===== src/rtl/vvdiv.sv =====
// vvdiv: per-lane unsigned restoring vector divider, one quotient bit per cycle.
// Define VVDIV_REM_EN to add the remainder output port r.
module vvdiv #(
    parameter int VECTOR_SIZE = 16,
    parameter int INT_SIZE    = 16
) (
    input  logic                                  clock,
    input  logic                                  resetn,
    input  logic                                  in_valid,
    output logic                                  in_ready,
    input  logic [VECTOR_SIZE-1:0][INT_SIZE-1:0]  a,
    input  logic [VECTOR_SIZE-1:0][INT_SIZE-1:0]  x,
    output logic                                  out_valid,
    input  logic                                  out_ready,
    output logic [VECTOR_SIZE-1:0][INT_SIZE-1:0]  q,
`ifdef VVDIV_REM_EN
    output logic [VECTOR_SIZE-1:0][INT_SIZE-1:0]  r,
`endif
    output logic [VECTOR_SIZE-1:0]                dz
);
    localparam int CW = $clog2(INT_SIZE + 1);
    typedef enum logic [1:0] {IDLE, BUSY, DONE} state_t;
    state_t state;
    logic [CW-1:0] cnt;
    logic [VECTOR_SIZE-1:0][INT_SIZE-1:0] a_reg, x_reg, quo, rem;
    logic [VECTOR_SIZE-1:0][INT_SIZE-1:0] a_nxt, quo_nxt, rem_nxt;
    logic [VECTOR_SIZE-1:0] zero;
    assign in_ready = state == IDLE;
    // A zero divisor always "fits", so the lane naturally yields q=all ones and r=a.
    for (genvar i = 0; i < VECTOR_SIZE; i++) begin : g_lane
        logic [INT_SIZE:0] trial;
        logic ge;
        assign trial      = {rem[i], a_reg[i][INT_SIZE-1]};
        assign ge         = trial >= {1'b0, x_reg[i]};
        assign rem_nxt[i] = ge ? trial[INT_SIZE-1:0] - x_reg[i] : trial[INT_SIZE-1:0];
        assign quo_nxt[i] = {quo[i][INT_SIZE-2:0], ge};
        assign a_nxt[i]   = {a_reg[i][INT_SIZE-2:0], 1'b0};
        assign zero[i]    = x_reg[i] == '0;
    end
    always_ff @(posedge clock or negedge resetn) begin
        if (!resetn) begin
            state     <= IDLE;
            cnt       <= '0;
            a_reg     <= '0;
            x_reg     <= '0;
            quo       <= '0;
            rem       <= '0;
            out_valid <= 1'b0;
            q         <= '0;
`ifdef VVDIV_REM_EN
            r         <= '0;
`endif
            dz        <= '0;
        end else begin
            case (state)
                IDLE: if (in_valid) begin
                    a_reg <= a;
                    x_reg <= x;
                    quo   <= '0;
                    rem   <= '0;
                    cnt   <= CW'(INT_SIZE);
                    state <= BUSY;
                end
                BUSY: begin
                    a_reg <= a_nxt;
                    quo   <= quo_nxt;
                    rem   <= rem_nxt;
                    cnt   <= cnt - 1'b1;
                    if (cnt == CW'(1)) begin
                        state     <= DONE;
                        out_valid <= 1'b1;
                        q         <= quo_nxt;
`ifdef VVDIV_REM_EN
                        r         <= rem_nxt;
`endif
                        dz        <= zero;
                    end
                end
                DONE: if (out_ready) begin
                    state     <= IDLE;
                    out_valid <= 1'b0;
                end
                default: state <= IDLE;
            endcase
        end
    end
endmodule


===== config.mk =====
export PLATFORM = sky130hd
export DESIGN_NAME = vvdiv
export DESIGN_NICKNAME = d
export VERILOG_FILES = /design/src/rtl/vvdiv.sv
export SDC_FILE = /design/constraint.sdc
export NUM_CORES = 2
export LEC_CHECK = 0
export CORE_UTILIZATION = 40
export CTS_CLUSTER_DIAMETER = 50
export CTS_CLUSTER_SIZE = 30
export DETAILED_ROUTE_END_ITERATION = 12
export SETUP_SLACK_MARGIN = 0.02
export SYNTH_ARGS = -nofsm -noshare
export SYNTH_HDL_FRONTEND = slang
export SYNTH_SLANG_ARGS = --single-unit

===== constraint.sdc =====
create_clock -name clock -period 2.6 [get_ports clock]
set_clock_uncertainty 0.2 [all_clocks]
set_input_delay 0.65 -clock clock [delete_from_list [all_inputs] [get_ports clock]]
set_output_delay 0.65 -clock clock [all_outputs]
set_load 0.02 [all_outputs]

==> metrics.md <==
| Metric | Value |
|---|---|
| Final period util | `106%` |
| Register area | `0.0322 sq mm` |
| Synth area leaders | `dfrtp_1, nand2_1, ha_1` |
| Layout cells sized above 1 | `22.6%` |
| Final Slew Violations | `0` |
| Top cell type's share of synthesized area | `49.9%` |
| Worst-Margin Slew | `0.784 ns` |
| CP peak stage delay | `0.41 ns` |
| Finished Core Util | `56.3%` |
| GRT Total Usage | `25.5%` |
| Worst Path Max Fanout | `4` |
| Final Setup Violations | `68` |
| Vert. Die Dim | `404 um` |
| DR vias | `57200` |
| First-pass GRT wire length | `326000 um` |
| Sequential share of the synthesized area | `49.9%` |
| Fill cells | `14000` |
| Gp weighted congestion | `0.915` |
| Crit Path Class | `flip-flop to flip-flop` |
| Crit path cell chain | `ha_4, buf_4, buf_4, nand2_2, a211oi_2, buf_4, o2bb2ai_4, o211ai_1, a21oi_2, buf_4, nand2b_4, or3_4, nand2_1` |
| Footprint of the multi-input gates | `0.0331 sq mm` |
| P_leak | `42.3 nW` |
| Max Fclk | `0.364 GHz` |
| Synth-to-layout area growth | `39.7%` |
| Largest net degree at the start of global routing | `144` |
| Routed WL | `215000 um` |
| Initial antenna violation count | `21` |
| Row count | `147` |
| CTS tree | `built` |
| Sink Count | `1288` |
| CTS H-tree lvls | `4` |
| Area leader, netlist | `dfrtp_1` |
| DRT antenna net count | `0` |
| CTS Buf Count | `152` |
| Vias in the first global route | `56400` |
| Synthesis-stage register bit count | `1288` |
| Worst vdd ir | `0.719 mV` |
| Fin area | `0.0903 sq mm` |
| Slew HR | `47.2%` |
| Via-to-Cell Ratio | `5.34` |
| Final Hold Fails | `0` |
| Req. time, crit path | `3.12 ns` |
| Mapped Area | `0.0646 sq mm` |
| Slowest cell on crit path | `dfrtp_1` |
| CTS root buf | `clkbuf_16` |
| First-pass DRT Iterations | `5` |
| Synth Instances | `7037` |
| Crit path top cell by count | `buf_4` |
| DRC Markers | `0` |
| Top_reg_cell synth | `dfrtp_1` |
| Clk slew on worst S/H paths | `0.07 ns` |
| Outcome | `complete, but fails checks` |
| Crit path DAT | `3.27 ns` |
| Worst skew pair latency | `0.79 ns` |
| Critical Path End Type | `flip-flop` |
| Post-Syn Nets | `7827` |
| Chip width | `404 um` |
| Kind of cell adding the most delay to the critical path | `simple AND/OR/NAND/NOR gates` |
| RSZ-0062 raised after global routing | `yes` |
| Pwr dens | `1690 mW/mm^2` |
| Worst setup margin | `-0.150 ns` |
| Initial DRC count | `3942` |
| Number of synthesized flops with an enable pin | `0` |
| Asr flop ratio synth | `100%` |
| Distinct cells, synth | `89` |
| IO buf count | `789` |
| Crit path buf inv count | `4` |
| Initial Util | `40.3%` |
| Setup crit start kind | `flip-flop` |
| Failing checks | `setup timing` |
| Avg Cell Area, Syn | `9.18 sq um` |
| Final nets | `9217` |
| Core Area | `0.160 sq mm` |
| GRT overflow | `0` |
| Max Cap Viol | `0` |
| Post-DP HPWL | `155000 um` |
| Yosys warns | `0` |
| Post-layout min period | `2.75 ns` |
| Placed inst area | `0.0800 sq mm` |
| IO Count | `790` |
| Clock Path Buffers | `3` |
| Die area | `0.163 sq mm` |
| Drt wl/cell | `20.0 um` |
| Tightest Hold Check Type | `input pin to flip-flop` |
-- cells in the mapped netlist (10+ instances only) --
library cell  number
and2_1            16
a21o_1            61
nor4_1            74
nor2b_1           57
a211oi_1          28
or3_1             19
and3_1            19
xnor2_1           95
clkbuf_1         337
buf_2             24
and4_1            11
o211ai_1          16
dfrtp_1         1288
nand2_1         1614
o31a_1            24
a32oi_1           60
o21a_1            65
o31ai_1           22
a31oi_1          268
o21ai_0          583
a21oi_1          199
ha_1             258
nand4_1           42
a22o_1            26
a2111oi_0         10
xor2_1            50
fa_1              16
o21bai_1          17
a211o_1           11
nand3_1          328
a21boi_0          11
nor2_1           445
mux2i_1           98
buf_1             24
mux2_2           246
nand2b_1          35
nor3_1            75
inv_1            317
o21ai_1           28
-- report_power, final --
part | total [mW] | switching (mW) | internal (mW)
Sequential | 36.4 | 6.80 | 29.6
Combinational | 93.3 | 48.5 | 44.9
Clock | 22.6 | 9.63 | 13.0
Total | 152 | 64.9 | 87.5
-- cells in the final DEF, fill, tap and decap left out, types with 30 or more instances in the layout --
cell             synthesis  final
mux2_2                 246    243
o21ai_2                  1     35
a21o_1                  61     60
nand3_1                328    309
o21a_1                  65     62
buf_6                    3     74
nor2_1                 445    420
nand4_1                 42     42
clkbuf_16                0    154
o21ai_0                583    412
a21oi_2                  5     64
mux2i_1                 98     91
nor4_1                  74     65
buf_4                    3    640
xnor2_1                 95     90
o21ai_1                 28    162
ha_1                   258    161
nand2_1               1614   1586
inv_1                  317    254
inv_2                    0     62
a31oi_1                268    250
nor3_1                  75     56
buf_12                   0    108
a32oi_1                 60     57
dfrtp_1               1288   1278
ha_4                     0     84
nand2b_1                35     30
dlygate4sd2_1            0    271
xor2_1                  50     50
a21oi_1                199    134
clkdlybuf4s50_1          0    514
-- area by class of cell --
class                      instances  share of cell area (%)
clock buffer                     177                    4.50
sequential                      1288                    35.7
inverter                         317                    1.32
multi-input combinational       5043                    36.7
clock inverter                   102                    1.46
antenna                            7                  0.0194
timing repair buffer            1625                    17.3
tap                             2160                    2.99
-- final timing paths --
path,slack [ns],endpoint,depth (start not counted),start
min,0.18,a_nxt[17]$_DFFE_PN0P_,3,a[16]
max in group asynchronous,0.99,q[189]$_DFFE_PN0P_,3,resetn
min in group asynchronous,0.23,x_reg[173]$_DFFE_PN0P_,2,resetn
max reg2reg,-0.15,g_lane[14].trial[14]$_DFFE_PN0P_,13,g_lane[14].trial[4]$_DFFE_PN0P_
min reg2reg,0.27,dz[15]$_DFFE_PN0P_,2,dz[15]$_DFFE_PN0P_
max,-0.15,g_lane[14].trial[14]$_DFFE_PN0P_,13,g_lane[14].trial[4]$_DFFE_PN0P_
-- layer usage --
layer,wire length (um),GRT usage (%)
met2,103000,41.8
met4,6360,7.83
met3,10800,4.01
met5,137,0
met1,94300,34.4
-- cells by family (layout without fill, tap and decap cells) --
kind of cell	after synthesis	count (layout)	share of synthesized area (%)
AOI/OAI and AO/OA	1505	1506	14.4
xor gates and xnor gates	145	145	1.97
adders and majority gates	274	274	5.49
buffers and inverters	708	2221	4.21
DFF	1288	1288	49.9
muxes	346	346	5.85
other	0	7	0
and+or+nand+nor	2771	2772	18.2
-- timing repair --
action | 4_1_cts | 5_1_grt
gates cloned | 14 | 3
setup endpoints to repair | 493 | 274
gates resized for setup | 635 | 577
setup buffers | 80 | 107
endpoints found under the hold margin | 402 | 0
hold buffers | 1 | 0
pin swaps | 100 | 257
-- stage by stage --
step | setup TNS, ns | hold WS [ns] | setup WS (ns) | power, mW | cells
floorplan | -0.761 | 0.154 | -0.161 | 83.4 | 7037
global placement | -6.41 | 0.266 | -0.514 | 111 | 10200
detailed placement | -11.89 | 0.272 | -0.480 | 113 | 10200
CTS | -3.92 | 0.111 | -0.162 | 142 | 10600
global route | -17.29 | 0.157 | -0.245 | 163 | 10700
finish | -3.46 | 0.176 | -0.150 | 152 | 10700
-- worst reg2reg max path, cell delays in order (launching register included) --
cell	delay [ns]
dfrtp_1	0.41
ha_4	0.28
buf_4	0.09
buf_4	0.11
nand2_2	0.07
a211oi_2	0.16
buf_4	0.16
o2bb2ai_4	0.06
o211ai_1	0.23
a21oi_2	0.12
buf_4	0.16
nand2b_4	0.18
or3_4	0.40
nand2_1	0.07
No activity file was read; power rests on OpenSTA's default activity.
